## src/rtl/uart_pkg.sv

```systemverilog
// Shared constants for the UART receive port: register offsets, STAT bit
// positions and the receive FSM state encoding.
package uart_pkg;

  localparam logic [31:0] OFF_DATA = 32'd0;
  localparam logic [31:0] OFF_STAT = 32'd4;

  localparam int STAT_NE   = 0;
  localparam int STAT_OVR  = 1;
  localparam int STAT_FERR = 2;
  localparam int STAT_IE   = 3;

  typedef enum logic [1:0] {
    ST_IDLE  = 2'd0,
    ST_START = 2'd1,
    ST_DATA  = 2'd2,
    ST_STOP  = 2'd3
  } rx_state_e;

endpackage

```

## src/rtl/rx_fifo.sv

```systemverilog
// Byte FIFO with wrap-around pointers; a push into a full FIFO only lands
// when a pop frees a slot in the same cycle, otherwise it is dropped.
module rx_fifo #(
  parameter int DEPTH = 4
) (
  input  logic       clk,
  input  logic       reset,
  input  logic       push,
  input  logic       pop,
  input  logic [7:0] din,
  output logic [7:0] dout,
  output logic       full,
  output logic       empty
);

  localparam int AW = (DEPTH > 1) ? $clog2(DEPTH) : 1;
  localparam int CW = $clog2(DEPTH + 1);

  logic [7:0]    r_mem [DEPTH];
  logic [AW-1:0] r_rptr;
  logic [AW-1:0] r_wptr;
  logic [CW-1:0] r_count;
  logic          w_push;
  logic          w_pop;

  assign full   = (r_count == CW'(DEPTH));
  assign empty  = (r_count == '0);
  assign dout   = r_mem[r_rptr];
  assign w_pop  = pop && !empty;
  assign w_push = push && (!full || w_pop);

  always_ff @(posedge clk) begin
    if (w_push) r_mem[r_wptr] <= din;
  end

  always_ff @(posedge clk) begin
    if (!reset) begin
      r_rptr  <= '0;
      r_wptr  <= '0;
      r_count <= '0;
    end else begin
      if (w_push) r_wptr <= r_wptr + 1'b1;
      if (w_pop)  r_rptr <= r_rptr + 1'b1;
      case ({w_push, w_pop})
        2'b10:   r_count <= r_count + 1'b1;
        2'b01:   r_count <= r_count - 1'b1;
        default: r_count <= r_count;
      endcase
    end
  end

endmodule

```

## src/rtl/uart_rx_port.sv

```systemverilog
// Memory-mapped UART receiver: synchronized rx, mid-bit sampling FSM, byte
// FIFO, DATA/STAT registers and a registered receive interrupt.
module uart_rx_port
  import uart_pkg::*;
#(
  parameter int          DIV   = 2604,
  parameter int          DEPTH = 4,
  parameter logic [31:0] BASE  = 32'h40000018
) (
  input  logic        clk,
  input  logic        reset,
  input  logic        rx,
  input  logic        rd,
  input  logic        wr,
  input  logic [31:0] addr,
  input  logic [31:0] wdata,
  output logic [31:0] rdata,
  output logic        irq
);

  localparam int CW = $clog2(DIV + 1);
  localparam logic [CW-1:0] HALF = CW'(DIV / 2);
  localparam logic [CW-1:0] FULL = CW'(DIV);

  rx_state_e     r_state, w_state_nxt;
  logic [CW-1:0] r_cnt, w_cnt_nxt;
  logic [2:0]    r_bit, w_bit_nxt;
  logic [7:0]    r_shift, w_shift_nxt;
  logic          r_sync1, r_sync2, r_rx_prev, r_armed;
  logic [1:0]    r_vld;
  logic          r_ie, r_ferr, r_ovr;
  logic          w_rx, w_fall, w_expire, w_push, w_ferr_set, w_ovr_set;
  logic          w_hit_data, w_hit_stat, w_wr_stat, w_pop;
  logic          w_full, w_empty;
  logic [7:0]    w_dout;
  logic          w_unused;

  assign w_unused = ^{wdata[31:4], wdata[0]};
  assign w_rx     = r_sync2;
  assign w_expire = (r_cnt == CW'(1));
  // Start detection waits until a genuine high has been seen after reset, so
  // the reset-forced synchronizer ones never fake an idle line.
  assign w_fall   = r_armed && r_rx_prev && !w_rx;

  always_ff @(posedge clk) begin
    if (!reset) begin
      r_sync1   <= 1'b1;
      r_sync2   <= 1'b1;
      r_rx_prev <= 1'b1;
      r_vld     <= 2'b00;
      r_armed   <= 1'b0;
    end else begin
      r_sync1   <= rx;
      r_sync2   <= r_sync1;
      r_rx_prev <= w_rx;
      r_vld     <= {r_vld[0], 1'b1};
      if (r_vld[1] && w_rx) r_armed <= 1'b1;
    end
  end

  always_ff @(posedge clk) begin
    if (!reset) begin
      r_state <= ST_IDLE;
      r_cnt   <= '0;
      r_bit   <= '0;
      r_shift <= '0;
    end else begin
      r_state <= w_state_nxt;
      r_cnt   <= w_cnt_nxt;
      r_bit   <= w_bit_nxt;
      r_shift <= w_shift_nxt;
    end
  end

  always_comb begin
    w_state_nxt = r_state;
    w_cnt_nxt   = (r_cnt != '0) ? r_cnt - 1'b1 : r_cnt;
    w_bit_nxt   = r_bit;
    w_shift_nxt = r_shift;
    w_push      = 1'b0;
    w_ferr_set  = 1'b0;
    case (r_state)
      ST_IDLE: begin
        if (w_fall) begin
          w_state_nxt = ST_START;
          w_cnt_nxt   = HALF;
        end
      end
      ST_START: begin
        if (w_expire) begin
          if (!w_rx) begin
            w_state_nxt = ST_DATA;
            w_cnt_nxt   = FULL;
            w_bit_nxt   = '0;
          end else begin
            w_state_nxt = ST_IDLE;
          end
        end
      end
      ST_DATA: begin
        if (w_expire) begin
          w_shift_nxt = {w_rx, r_shift[7:1]};
          w_cnt_nxt   = FULL;
          w_bit_nxt   = r_bit + 1'b1;
          if (r_bit == 3'd7) w_state_nxt = ST_STOP;
        end
      end
      ST_STOP: begin
        if (w_expire) begin
          w_state_nxt = ST_IDLE;
          w_push      = w_rx;
          w_ferr_set  = !w_rx;
        end
      end
      default: w_state_nxt = ST_IDLE;
    endcase
  end

  rx_fifo #(.DEPTH(DEPTH)) u_fifo (
    .clk   (clk),
    .reset (reset),
    .push  (w_push),
    .pop   (w_pop),
    .din   (r_shift),
    .dout  (w_dout),
    .full  (w_full),
    .empty (w_empty)
  );

  assign w_hit_data = rd && (addr == BASE + OFF_DATA);
  assign w_hit_stat = rd && (addr == BASE + OFF_STAT);
  assign w_wr_stat  = wr && (addr == BASE + OFF_STAT);
  assign w_pop      = w_hit_data && !w_empty;
  assign w_ovr_set  = w_push && w_full && !w_pop;

  always_comb begin
    rdata = 32'd0;
    if (w_hit_data && !w_empty) begin
      rdata = {24'd0, w_dout};
    end else if (w_hit_stat) begin
      rdata[STAT_IE]   = r_ie;
      rdata[STAT_FERR] = r_ferr;
      rdata[STAT_OVR]  = r_ovr;
      rdata[STAT_NE]   = !w_empty;
    end
  end

  // A flag set in the same cycle as its write-1-clear wins.
  always_ff @(posedge clk) begin
    if (!reset) begin
      r_ie   <= 1'b0;
      r_ferr <= 1'b0;
      r_ovr  <= 1'b0;
      irq    <= 1'b0;
    end else begin
      if (w_wr_stat) r_ie <= wdata[STAT_IE];
      if (w_ferr_set)                        r_ferr <= 1'b1;
      else if (w_wr_stat && wdata[STAT_FERR]) r_ferr <= 1'b0;
      if (w_ovr_set)                         r_ovr <= 1'b1;
      else if (w_wr_stat && wdata[STAT_OVR])  r_ovr <= 1'b0;
      irq <= r_ie && !w_empty;
    end
  end

endmodule

```

## config.mk

```make
export PLATFORM = sky130hd
export DESIGN_NAME = uart_rx_port
export DESIGN_NICKNAME = d
export VERILOG_FILES = /design/src/rtl/uart_pkg.sv /design/src/rtl/rx_fifo.sv /design/src/rtl/uart_rx_port.sv
export SDC_FILE = /design/constraint.sdc
export NUM_CORES = 1
export LEC_CHECK = 0
export CAP_MARGIN = 30
export CORE_MARGIN = 3
export CORE_UTILIZATION = 51
export DETAILED_ROUTE_END_ITERATION = 12
export PLACE_DENSITY = 0.93
export REMOVE_ABC_BUFFERS = 1
export SLEW_MARGIN = 10
export SYNTH_ARGS = -nofsm -noshare
export SYNTH_HDL_FRONTEND = slang
export SYNTH_SLANG_ARGS = --single-unit
export TNS_END_PERCENT = 10
```

## constraint.sdc

```tcl
create_clock -name clk -period 10.2 [get_ports clk]
set_clock_uncertainty 0.15 [all_clocks]
set_input_delay 3.06 -clock clk [delete_from_list [all_inputs] [get_ports clk]]
set_output_delay 3.06 -clock clk [all_outputs]
set_load 0.01 [all_outputs]
```

# Yosys cells after proc, flatten, opt, wreduce, memory -nomap -nowiden
# Memories as Yosys holds them, arrays and structs flattened. A register that Yosys moved wholly into a read port is not among the register bits.
# Index checks and enable logic that the tools add are counted.
# W data, S select, Z words.
[word_totals] ff_bits=42 latch_bits=0 mem_bits_rw=32 rom_bits=0 in_bits=69 out_inout_bits=33 n_memories=1
[op_classes] n_addsub=6 n_mul=0 n_div=0 n_lt_le_gt_ge=0 eq_ne=16 shifts=0 mux=34 bitwise=0 n_reduce_logical=29
[memory_table] name="u_fifo.r_mem" depth=4 width=8 read_ports=1 rd_clocked_by_memory_dff=1 wr=1 line="rx_fifo.sv:19" rtl="logic [7:0] r_mem [DEPTH];"
[ops] op="$eq A32 B31 Y1 const B" n=2
[ops] op="$mux W12" n=5
[ops] op="$pmux W12 S3" n=1
[ops] op="$mux W2" n=8
[ops] op="$logic_and A1 B1 Y1" n=14
[ops] op="$eq A12 B1 Y1 const B" n=1
[ops] op="$mux W4" n=3
[ops] op="$ne A2 B2 Y1 const B" n=6
[ops] op="$pmux W3 S2" n=2
[ops] op="$reduce_bool A12 Y1" n=1
[ops] op="$sub A12 B1 Y12 const B" n=1
[ops] op="$mux W1" n=11
[ops] op="$mux W3" n=3
[ops] op="$pmux W2 S4" n=1
[ops] op="$reduce_bool A2 Y1" n=4
[ops] op="$add A3 B1 Y3 const B" n=2
[ops] op="$eq A2 B2 Y1 const B" n=3
[ops] op="$eq A3 B3 Y1 const B" n=2
[ops] op="$reduce_and A5 Y1" n=1
[ops] op="$add A2 B1 Y2 const B" n=2
[ops] op="$eq A2 B1 Y1 const B" n=2
[ops] op="$logic_not A1 Y1" n=4
[ops] op="$reduce_and A4 Y1" n=1
[ops] op="$logic_not A3 Y1" n=1
[ops] op="other kinds (4)" n=4

# Depth between registers and ports, before layout
[depth] ltp_word=8 mapped_depth=14 depth_no_buf=13

# Cells and area by module
# From an unflattened synthesis, not the netlist that was laid out.
[hier_totals] hier_cells=328 area_unflattened_um2=3716.1
[modules_own_cells] mod="uart_rx_port" instances=1 cells_per_inst=232 area_each_um2=2070.7 seq_area_each_um2=700.7
[modules_own_cells] mod="rx_fifo" instances=1 cells_per_inst=96 area_each_um2=1645.3 seq_area_each_um2=1141.1

# Worst setup path after synthesis
# No wires, ideal clock.
[synth_timing] path_kind="in2out" start="input port addr[5]" end="output port rdata[0]" t_arrival_ns=4.447 t_required_ns=6.990 path_slack_ns=2.543 cell_stages=6 cell_sequence="nor4b_2 > nand4_2 > or4b_1 > buf_2 > inv_1 > o2bb2ai_1"
[synth_between] elab_chain_cells=4 elab_cells_between_ends=7
[synth_rtl] element="start: declaration" line="uart_rx_port.sv:15" rtl="input logic [31:0] addr,"
[synth_rtl] element="$eq A32 B31 Y1, on equally long branches" line="uart_rx_port.sv:131, uart_rx_port.sv:130"
[synth_rtl] element="$logic_and A1 B1 Y1, on equally long branches" line="uart_rx_port.sv:131, uart_rx_port.sv:130"
[synth_rtl] element="$mux W4 / $logic_and A1 B1 Y1 (equally long branches)" line="uart_rx_port.sv:140, uart_rx_port.sv:138"
[synth_rtl] element="$mux W4 (*)" line="uart_rx_port.sv:138" rtl="if (w_hit_data && !w_empty) begin"
[synth_rtl] element="end: declaration" line="uart_rx_port.sv:17" rtl="output logic [31:0] rdata,"
# Mark *: on every way between the ends. The rest lies on a longest branch, timed or not.

# Final worst setup path
[layout_timing] start="input port addr[18]" end="output port rdata[0]"
# Same word-level chain as after synthesis.

==> run summary <==
Outcome: finished, final reports clean
Core area: 6530 um2
DR vias/cell: 5.74
Initial drt markers: 272
CTS tree: yes
Die W: 89.1 um
TritonRoute pass-1 iters: 6
Max Clk Rate: 113 MHz
Gate count of the mapped netlist: 313
R2R depth: 10
Overall Global Routing Usage: 18.2%
Post-DP HPWL: 5.06 mm
Clock root cell: clkbuf_8
Endpoints failing hold: 0
CP Class: input pin to primary output
Final Setup Violations: 0
Fin nets: 441
GPL Wtd Cong: 0.903
Synth Area per Inst: 11.2 um2
WL/cell: 16.1 um
Height of the die: 89.1 um
Worst Setup End Kind: primary output
Fillers: 467
Final min period: 8.89 ns
Post-synthesis cell type count: 50
Cell Area, Synth: 3520 um2
Share of the yosys chip area belonging to registers: 52.3%
Comb power frac: 19.7%
Yosys warnings: 0
MaxCap Viol Count: 0
Area growth syn-to-layout: 19.4%
Largest net degree at the start of global routing: 26
Clock Path Buffers: 2
Post-synth ARST share: 0%
Post-route ant nets: 0
RSZ-0062 raised after global routing: false
Switching share of power: 27.4%
CTS buffer count: 9
Die ar.: 7940 um2
Routed wire length: 7.15 mm
Final cycle utilization of the critical path: 87.1%
Peak VDD IR: 0.000119 V
Post-CTS Setup Bufs: 0
Row count: 29
First-pass GRT wire length: 10.8 mm
Vias in the first global route: 2407
Worst Path Max Fanout: 9
Leak Pwr: 1.56 nW
TritonCTS Sinks: 76
Total number of vias: 2542
I/O Pins: 102
Slew Limit Fails: 0
Max-Slew Margin vs Limit: 54.8%
Cell internal pwr: 0.000561 W
Slew @ Worst Pin: 0.673 ns
Initial Utilization: 53.9%
Gates resized, CTS repair: 0
GRT overflow: 0
# H-tree levels: 3
Net Sw Power: 0.000212 W
Final hold slack: 0.274 ns
Clock power frac: 34.8%
Post-synth top flop: dfxtp_1
Seq pwr share: 45.5%
DRC violations left: 0
Crit path DAT: 5.68 ns
# port buffers: 48
Setup TNS: 0 ns
Skew-Pair Late Insertion Delay: 0.35 ns
Hold Crit Depth: 1
Clock slew at reported path FFs: 0.07 ns
Worst Hold Class: register to register
Cts hold-fix bufs: 0
Seq cells post-synth: 76
Critical path startpoint category: input pin
# diodes: 0
EDFF count, synth: 32
CP required: 6.99 ns
Initial antenna violation count: 0
PwrDens: 184 nW/um2
Layout cell share with drive strength beyond 1: 10.9%
synth_stat cells, drive strengths merged, types with 2 or more instances:
| cell | n | share of area [%] |
|---|---|---|
| and2b | 4 | 0.99 |
| nand2b | 4 | 0.71 |
| nor4 | 6 | 1.4 |
| nand4 | 8 | 1.6 |
| edfxtp | 32 | 27 |
| or3 | 2 | 0.36 |
| mux4 | 8 | 5.1 |
| ha | 10 | 3.6 |
| a22oi | 2 | 0.43 |
| nor4b | 3 | 1.5 |
| o31ai | 2 | 0.43 |
| inv | 16 | 1.7 |
| o2bb2ai | 4 | 0.99 |
| buf | 28 | 5.6 |
| xnor2 | 4 | 0.99 |
| mux2i | 10 | 2.8 |
| nor2 | 30 | 3.2 |
| nor3b | 3 | 0.64 |
| a31oi | 2 | 0.36 |
| a21oi | 13 | 1.8 |
| o21ai | 8 | 1.1 |
| nand3 | 11 | 1.6 |
| and3 | 7 | 1.2 |
| clkbuf | 7 | 0.75 |
| xor2 | 9 | 2.2 |
| dfxtp | 44 | 25 |
| nand2 | 13 | 1.4 |
| nor3 | 7 | 0.99 |
worst max-delay path: stages:
cell	delay, ns
clkdlybuf4s50_1	0.39
nor4_1	0.28
nand4_1	0.26
or4b_1	0.72
inv_1	0.24
o2bb2ai_1	0.16
clkdlybuf4s50_1	0.56
logic make-up (layout without fill, tap and decap cells):
group                    count (synthesis)  after routing  share of synthesized area [%]
AND/OR/NAND/NOR                        105            105                           17.2
flip-flops                              76             76                           52.3
buffers and inverters                   51             81                           8.07
AO/OA/AOI/OAI                           37             37                           6.72
multiplexers                            19             19                           8.28
XOR/XNOR                                13             13                           3.23
adder cells (fa/ha/maj)                 11             11                           4.12
other                                    1             24                          0.107
metrics by stage:
step	worst slack, ns	total power, W	cells	util, %	area [um2]
finish	1.31	0.000772	443	64.4	4210
global route	1.10	0.000811	443	64.4	4210
CTS	1.29	0.000771	442	64.3	4200
detailed placement	1.30	0.000504	426	60.6	3960
global placement	1.36	0.000494	426	60.6	3960
floorplan	2.53	0.000459	301	-	3380
cells in the final DEF, fill, tap and decap left out, types with 7 or more instances in the layout:
master	Yosys	routed
conb_1	1	24
nand4_1	7	7
nor2_1	30	30
nand2_1	13	13
a21oi_1	13	13
clkdlybuf4s50_1	0	48
o21ai_0	8	8
edfxtp_1	32	32
nor3_1	7	7
clkbuf_8	0	9
and3_1	7	7
ha_1	10	10
xor2_1	9	9
mux2i_1	10	10
nand3_1	11	11
mux4_2	8	8
inv_1	15	15
dfxtp_1	44	44
power by group through the flow:
stage               Sequential, W  Clock [W]  Combinational [W]
global placement         0.000356          0           0.000138
global route             0.000354   0.000288           0.000169
detailed placement       0.000357          0           0.000147
floorplan                0.000353          0           0.000107
finish                   0.000351   0.000269           0.000152
CTS                      0.000350   0.000272           0.000148
metal layers:
| metal | share of wire, % | vias to the layer above | global-route usage, % |
|---|---|---|---|
| li1 | - | 1169 | - |
| met1 | 39 | 1191 | 20.3 |
| met2 | 49 | 158 | 32.3 |
| met3 | 9.8 | 24 | 4.61 |
| met4 | 2.1 | 0 | 8.53 |
| met5 | 0 | - | 0 |
flip-flops by register name, summed over array words and instances, names as in the netlist, 2 cells and up, named ones only:
signal	flops
u_fifo.r_rptr	2
r_cnt	12
u_fifo.r_mem	32
u_fifo.r_wptr	2
r_vld	2
r_shift	8
r_bit	3
u_fifo.r_count	3
worst paths after layout:
check                                         end  slack, ns              start
worst max-delay path                     rdata[0]       1.31           addr[18]
worst max register to register  u_fifo.r_count[2]       7.24  u_fifo.r_count[0]
worst min-delay path                      r_sync2       0.27            r_sync1
worst min register to register            r_sync2       0.27            r_sync1
cell type report:
type                       instances  area, um2  share of cell area, %
multi-input combinational        209       1480                   35.2
timing repair buffer              49        488                   11.6
clock buffer                       9        124                   2.95
clock inverter                     7        114                   2.71
tap                               77       96.3                   2.29
sequential                        76       1840                   43.8
inverter                          16       60.1                   1.43
No activity file was read; power rests on OpenSTA's default activity.
